`config.mk`:
```
export PLATFORM = sky130hd
export DESIGN_NAME = vscale_dmem_bridge
export DESIGN_NICKNAME = d
export VERILOG_FILES = /design/src/rtl/vscale_dmem_bridge.sv
export SDC_FILE = /design/constraint.sdc
export NUM_CORES = 1
export LEC_CHECK = 0
export ABC_CLOCK_PERIOD_IN_PS = 2300
export CAP_MARGIN = 20
export CORE_ASPECT_RATIO = 1.1
export CORE_MARGIN = 2
export CORE_UTILIZATION = 40
export DETAILED_ROUTE_END_ITERATION = 12
export HOLD_SLACK_MARGIN = 0.12
export PLACE_DENSITY_LB_ADDON = 0.1
export SLEW_MARGIN = 20
export SYNTH_ARGS = -nofsm -noshare
export SYNTH_HDL_FRONTEND = slang
export SYNTH_SLANG_ARGS = --single-unit
```
`constraint.sdc`:
```
create_clock -name clk -period 2.3 [get_ports clk]
set_clock_uncertainty 0.15 [all_clocks]
set_input_delay 0.345 -clock clk [delete_from_list [all_inputs] [get_ports clk]]
set_output_delay 0.345 -clock clk [all_outputs]
set_load 0.03 [all_outputs]
```
`src/rtl/vscale_dmem_bridge.sv`:
```
// vscale_dmem_bridge: carries vscale data-port accesses onto a req/gnt/rvalid memory bus.
// Also applies range, alignment and timeout checks.
`ifndef XPR_LEN
`define XPR_LEN 32
`endif
`ifndef MEM_TYPE_WIDTH
`define MEM_TYPE_WIDTH 3
`endif
module vscale_dmem_bridge #(
  parameter logic [31:0] MEM_BASE = 32'h0000_0000,
  parameter logic [31:0] MEM_BYTES = 32'h0001_0000,
  parameter int TIMEOUT = 255
) (
  input  logic                       clk,
  input  logic                       reset,
  input  logic                       dmem_en,
  input  logic                       dmem_wen,
  input  logic [`MEM_TYPE_WIDTH-1:0] dmem_size,
  input  logic [`XPR_LEN-1:0]        dmem_addr,
  input  logic [`XPR_LEN-1:0]        dmem_wdata_delayed,
  output logic [`XPR_LEN-1:0]        dmem_rdata,
  output logic                       dmem_wait,
  output logic                       dmem_badmem_e,
  output logic                       mem_req,
  output logic                       mem_we,
  output logic [`XPR_LEN-3:0]        mem_addr,
  output logic [3:0]                 mem_be,
  output logic [`XPR_LEN-1:0]        mem_wdata,
  input  logic                       mem_gnt,
  input  logic                       mem_rvalid,
  input  logic [`XPR_LEN-1:0]        mem_rdata
);
  typedef enum logic [2:0] {IDLE, WR, RD_REQ, RD_RESP, ERR} state_t;
  state_t state, state_n;
  logic [7:0] cnt;
  logic [`XPR_LEN-1:0] addr_q, rdata_q, off;
  logic [1:0] size_q;
  logic wen_q, busy, to, bad, accept, unused;
  assign unused = ^dmem_size;
  // Offset wraps for addresses below MEM_BASE, so one compare covers both window edges.
  assign off = dmem_addr - MEM_BASE;
  assign bad = off >= MEM_BYTES || dmem_size[1:0] == 2'd3
            || (dmem_size[1:0] == 2'd1 && dmem_addr[0])
            || (dmem_size[1:0] == 2'd2 && dmem_addr[1:0] != 2'd0);
  assign busy = state == WR || state == RD_REQ || state == RD_RESP;
  assign to = busy && cnt == 8'(TIMEOUT);
  assign mem_req = (state == WR || state == RD_REQ) && !to;
  assign mem_we = state == WR && !to;
  assign mem_be = !mem_req ? 4'h0
                : (!wen_q || size_q == 2'd2) ? 4'hf
                : size_q == 2'd1 ? (addr_q[1] ? 4'hc : 4'h3)
                : 4'b0001 << addr_q[1:0];
  assign mem_addr = addr_q[`XPR_LEN-1:2];
  assign mem_wdata = dmem_wdata_delayed;
  assign dmem_wait = busy && !to && (state == RD_RESP ? !mem_rvalid : state == WR ? !mem_gnt : 1'b1);
  assign dmem_badmem_e = state == ERR || to;
  assign dmem_rdata = state == RD_RESP ? mem_rdata : rdata_q;
  assign accept = dmem_en && !dmem_wait;
  always_comb begin
    state_n = accept ? (bad ? ERR : dmem_wen ? WR : RD_REQ)
            : !dmem_wait ? IDLE
            : (state == RD_REQ && mem_gnt) ? RD_RESP
            : state;
  end
  always_ff @(posedge clk) begin
    if (reset) begin
      state <= IDLE;
      cnt <= 8'd0;
      addr_q <= '0;
      wen_q <= 1'b0;
      size_q <= 2'd0;
      rdata_q <= '0;
    end else begin
      state <= state_n;
      cnt <= (accept || state_n != state || !busy) ? 8'd0 : cnt + 8'd1;
      if (accept) begin
        addr_q <= dmem_addr;
        wen_q <= dmem_wen;
        size_q <= dmem_size[1:0];
      end
      if (state == RD_RESP && mem_rvalid && !to) rdata_q <= mem_rdata;
    end
  end
endmodule

```
Word-level counts from Yosys, hierarchy flattened
Cells that the tools add are included.
{"block": "op_classes", "addsub": 1, "multipliers": 0, "n_div": 0, "magnitude_cmp": 1, "eq_ne": 11, "shifts": 1, "mux": 12, "n_bitwise": 0, "reduce_logical": 28}
{"operator": "$ge 32x17->1 const B", "n": 1}
{"operator": "$mux 32", "n": 1}
{"operator": "$mux 4", "n": 4}
{"operator": "$mux 3", "n": 4}
{"operator": "$logic_and 1x1->1", "n": 11}
{"operator": "$logic_or 1x1->1", "n": 9}
{"operator": "$add 8x1->8 const B", "n": 1}
{"operator": "$eq 8x8->1 const B", "n": 1}
{"operator": "$eq 2x2->1 const B", "n": 3}
{"operator": "$eq 3x2->1 const B", "n": 2}
{"operator": "$logic_not 1->1", "n": 6}
{"operator": "$eq 2x1->1 const B", "n": 2}
{"operator": "$shl 1x2->4 const A", "n": 1}
{"operator": "$eq 3x1->1 const B", "n": 1}
{"operator": "$eq 3x3->1 const B", "n": 1}
{"operator": "$ne 3x3->1", "n": 1}
{"operator": "$mux 1", "n": 2}
{"operator": "$mux 2", "n": 1}
{"operator": "$reduce_bool 2->1", "n": 1}
{"operator": "$reduce_or 2->1", "n": 1}
{"block": "word_totals", "regBits": 78, "latch_bits": 0, "ram_bits": 0, "rom_bits": 0, "input_bits": 105, "output_inout_bits": 102, "word_cells": 60, "mem_count": 0}

Depth between registers and ports, before layout
{"block": "logic_depth", "word_depth": 14, "depth_mapped": 7, "ltp_nobuf": 5}

Worst setup path before layout
OpenSTA, ideal clock, no wires.
{"block": "synth_timing", "kind": "reg-to-reg", "from": "register cnt[0]", "to": "register state[1]", "t_arrival_ns": 1.727, "required_ns": 2.022, "slack_ns": 0.296, "stages_incl_launch_ff": 6, "path_buffers": 0, "period_less_slack_ns": 2.004, "path_cell_list": "dfxtp_1 -> ha_1 -> and4_2 -> nor2_1 -> mux2i_1 -> nor2_1"}
{"block": "synth_between", "elab_chain_len": 8, "word_cells_on_any_way": 9}
{"item": "start, declared", "line": "35", "source": "logic [7:0] cnt;"}
{"item": "start signal, assigned", "line": "75", "source": "cnt <= (accept || state_n != state || !busy) ? 8'd0 : cnt + 8'd1;"}
{"item": "$eq 8x8->1 *", "line": "46", "source": "assign to = busy && cnt == 8'(TIMEOUT);"}
{"item": "$logic_and 1x1->1 *", "line": "46"}
{"item": "$logic_not 1->1 *", "line": "55", "source": "assign dmem_wait = busy && !to && (state == RD_RESP ? !mem_rvalid : state == WR ? !mem_gnt : 1'b1);"}
{"item": "$logic_and 1x1->1 * (2 in series)", "line": "55"}
{"item": "via dmem_wait", "line": "22", "source": "output logic dmem_wait,"}
{"item": "$logic_not 1->1"}
{"item": "$logic_and 1x1->1", "line": "58", "source": "assign accept = dmem_en && !dmem_wait;"}
{"item": "$mux 3 *", "line": "60", "source": "state_n = accept ? (bad ? ERR : dmem_wen ? WR : RD_REQ)"}
{"item": "end signal, assigned", "line": "74", "source": "state <= state_n;"}
{"item": "end, declared", "line": "34", "source": "state_t state, state_n;"}
The timed path passes the listed nets; every way through them passes the cells marked *.
A chain may end at the register's enable or synchronous reset.

Final worst setup path
{"block": "layout_timing", "from": "register state[2]", "to": "output port dmem_rdata[0]"}
{"block": "layout_between", "elab_chain_len": 2}
{"item": "$eq 3x2->1", "line": "57", "source": "assign dmem_rdata = state == RD_RESP ? mem_rdata : rdata_q;"}
{"item": "$mux 32", "line": "57"}
{"item": "end, declared", "line": "21", "source": "output logic [`XPR_LEN-1:0] dmem_rdata,"}
No other way between the ends.

==> results.md <==
Run status:
- The run finished with clean final reports.

Worst hold path:
- The path with the worst hold slack has its endpoint at rdata_q[31]$_SDFFE_PP0P_.
- In this run the worst hold path is classified as reg2reg.
- The worst hold path passes through 2 cells.
- The beginning of the worst hold path is rdata_q[31]$_SDFFE_PP0P_.

Layout:
- The end-of-flow core utilization is 0.551.
- The multi-input gate area in the final layout is 0.00178 sq mm.
- The commonest non-fill, non-tap cell in the layout is sky130_fd_sc_hd__nand2_1.
- The repair_antennas step left the layout with diodes totalling 0.
- In the final design database the tool counted 674 nets.
- The layout cell share with drive strength beyond 1 is 0.232.
- Relative to the synthesized area, the layout overhead comes to 32.3%.
- Fill cells in the final layout number 913.
- The total area of sequential cells is 0.00157 sq mm.
- The top cell types in the final layout, fill and taps aside, are 140 x sky130_fd_sc_hd__nand2_1, 100 x sky130_fd_sc_hd__clkdlybuf4s50_1, 73 x sky130_fd_sc_hd__a21oi_1, 73 x sky130_fd_sc_hd__dfxtp_1, 33 x sky130_fd_sc_hd__buf_2.

GRT:
- The number of global-route vias before repair came to 3307.
- Across every metal layer, demand over resource in global routing totals 0.176.
- The number of antenna violations at the first check in global routing is 0.
- Entering global routing, the biggest net connects between 70 and 80 pins.
- The global-route wire length before repair is 15.3 mm.
- The remaining global-route overflow is 0.

Setup path:
- STA puts the critical path data arrival time at 1.71 ns.
- The startpoint of the worst register-to-register path is cnt[0]$_SDFF_PP0_.
- STA puts the critical path data required time at 1.80 ns.
- STA classifies the critical path endpoint as a primary output.
- The worst setup path is launched from a flip-flop.
- The delay of the slowest cell on the worst path is between 0.3 and 0.4 ns.
- The maximum net fanout on the critical path is 19.
- The signal on the critical path passes through and2b_1 -> nand2_2 -> buf_12 -> mux2_2 -> buf_2.
- The length in cells of the worst reg-to-reg path is 8.
- The slowest cell on the critical path is sky130_fd_sc_hd__mux2_2.
- In this run the critical register-to-register path is captured at cnt[4]$_SDFF_PP0_.
- The setup slack of the most critical reg-to-reg path is 0.36 ns.
- The type of the worst setup path is reg2out.

Synth:
- The sequential area share after synthesis is 0.397.
- The average instance area after synthesis is ~8 sq um.
- By area the synthesized netlist is led by sky130_fd_sc_hd__dfxtp_1 40%, sky130_fd_sc_hd__nand2_1 13%, sky130_fd_sc_hd__buf_4 13%.
- During synthesis, Yosys emitted a total of 0 warnings.
- The dominant cell type by area after synthesis is sky130_fd_sc_hd__dfxtp_1.
- By area, the combinational part of the netlist is dominated by simple AND/OR/NAND/NOR gates.
- The net count after synthesis is 585.
- The netlist area before placement is between 0.003 and 0.004 sq mm.
- The share of cell area taken by muxes after synthesis is 0.0942.
- The compound-gate portion of the synthesized area is 0.131.
- The adder-cell area share of the yosys netlist is 0.00318.
- The simple-gate portion of the synthesized area is 0.203.
- The share of synthesized area in the top cell type comes to 0.397.
- Of the total synthesized cell area, the portion taken by XOR and XNOR cells is 0.0156.
- Synthesis produced around 480 cells.
- The register bit total from synthesis is 78.
- The count of different cell masters after synthesis is 40.

STA:
- The setup violation total in the final timing report is 0.
- The number of max-slew violations in the final report was 0.
- The final critical delay including setup and external delays is 2.20 ns.
- Of the available clock period, the critical path in the final layout requires 0.958.
- The maximum operating frequency is around 450 MHz.
- Across all setup checks in the final design, the least slack found is 0.0976 ns.
- Setup repair after global routing could not meet its margin everywhere.
- The worst pin sits at a relative slew slack of 0.511.
- At the pin with the least slew margin, the transition time is 0.734 ns.
- For the final routed database, the setup TNS stands at 0 ns.
- The total count of hold-check failures in the final report came to 0.

CTS:
- The CTS tree is built.
- The clock latency at the later pin of the worst-skew pair is around 0.35 ns.
- The clock input transition at the sequential cells of the worst setup and hold paths is 0.08 ns.
- The number of CTS-inserted buffers is 9.
- The H-tree depth is 3.
- The clock root buffer master is sky130_fd_sc_hd__clkbuf_8.
- The maximum clock path buffer count is 2.
- The clock net in this run drives a total of 78 sinks.

Detailed routing:
- The routed layout has approximately 3.4k vias.
- In the routed layout, each cell is associated on average with a via count of ~4.9.
- The number of nets with antenna violations after routing is 0.
- The post-detailed-route DRC marker count is 0.
- Dividing the detail-routed wire length by the instance count gives 13.6 um.
- The routed wire length is 9.40 mm.
- Before antenna repair, the detailed router went through 4 iterations.
- After the first detailed-routing iteration, the DRC count stood at 104.

Pwr:
- The peak ir drop on the vdd network is 325 uV.
- In this run the static leakage power is 0.00209 uW.
- The cell area power density is 538 mW/mm^2.
- Summing internal, switching and leakage power gives 2800 uW.

Floorplanning:
- After floorplanning, the core was divided into 37 placement rows.
- For this configuration, the core starts out at a cell density of 0.416.
- The chip height is between 100 and 150 um.
- The width of the chip is just under 100 um.
- The die covers 0.0106 sq mm.
- The core box area is 0.00944 sq mm.
- The count of boundary I/O pins is around 210.

Job:
- Max-cap violations in this run came to 0.

Placed design:
- Detailed placement finished with a half-perimeter wire length of 6.66 mm.
- OpenSTA, run right after detailed placement, puts the worst setup slack at -0.249 ns.
- The count of port buffers added during placement is 141.
- The weighted congestion reported at the end of routability-driven placement is around 0.76.
==> registers in the layout (all words and copies together) (netlist names) <==
signal and count:
state 3, addr_q 32, cnt 8, rdata_q 32, size_q 2, wen_q 1
==> cell usage after synthesis (all sizes together) <==
cell type,count
and4,3
clkbuf,9
a32oi,1
mux2i,1
nor3,12
ha,1
o21ai,4
and3,2
nor2,6
a31oi,1
dfxtp,78
a21oi,74
a21o,1
nand2b,2
mux2,32
o21bai,1
o31ai,1
a21boi,1
buf,79
o21a,1
or4,1
nor4,4
nand3,5
a2111oi,1
nor4b,1
inv,3
o211ai,1
nor3b,1
nand2,141
nand4,3
xor2,6
and2b,1
xnor2,1
==> how the worst max path moves through the flow <==
stage / startpoint / cells past startpoint / endpoint / slack [ns]
2_1_floorplan: cnt[0]$_SDFF_PP0_ / 5 / state[1]$_SDFF_PP0_ / 0.30
3_3_place_gp: dmem_addr[17] / 6 / cnt[4]$_SDFF_PP0_ / -0.24
3_5_place_dp: dmem_addr[17] / 6 / cnt[4]$_SDFF_PP0_ / -0.25
4_1_cts: state[2]$_SDFF_PP0_ / 5 / dmem_rdata[6] / -0.04
5_1_grt: state[2]$_SDFF_PP0_ / 5 / dmem_rdata[31] / -0.01
6_report: state[2]$_SDFF_PP0_ / 5 / dmem_rdata[0] / 0.1
==> metal layers <==
layer	global-route usage	vias to the layer above	routed length, um
li1	-	1712	-
met1	0.209	1568	3980
met2	0.301	107	4690
met3	0.0485	19	601
met4	0.0685	0	135
met5	0	-	0
==> where the power goes <==
group | internal [uW] | switching [uW] | total [uW]
sequential | 1380 | 17.1 | 1400
clock | 505 | 527 | 1030
combinational | 196 | 171 | 368
total | 2080 | 715 | 2800
==> cell families (layout without fill, tap and decap cells) <==
logic type,count (synthesis),after routing
flops,78,78
compound gates,87,87
fa+ha+maj,1,1
simple gates,182,182
mux,33,33
buf+inv,91,185
xor+xnor,7,7
==> critical path: cells and delay by family (launching register included) <==
family	cells	cell delay [ns]
and+or+nand+nor	2	0.33
buffers and inverters	2	0.35
muxes	1	0.35
DFF	1	0.34
==> final cells by class <==
cell class              instances  area share
clock buffers                   9      0.0238
clock inverters                 7      0.0142
repair buffers                166       0.288
flip-flops and latches         78       0.302
well taps                     117      0.0281
multi-input cells             310       0.342
inverters                       3     0.00216
==> repair_timing <==
item / CTS / global route
endpoints found under the setup margin: 35 / 25
gates resized for setup: 146 / 28
gates cloned: 0 / 0
buffers inserted: 0 / 2
hold buffers: 0 / 0
pin swaps: 0 / 2
==> metrics by stage <==
stage / hold WS (ns) / instances / area [sq um]
finish: 0.303 / 690 / 5200
floorplan: 0.282 / 479 / 3930
global placement: 0.289 / 672 / 5120
detailed placement: 0.296 / 672 / 5120
global route: 0.323 / 690 / 5200
CTS: 0.307 / 688 / 5210
Power figures use the tool's default switching activity.
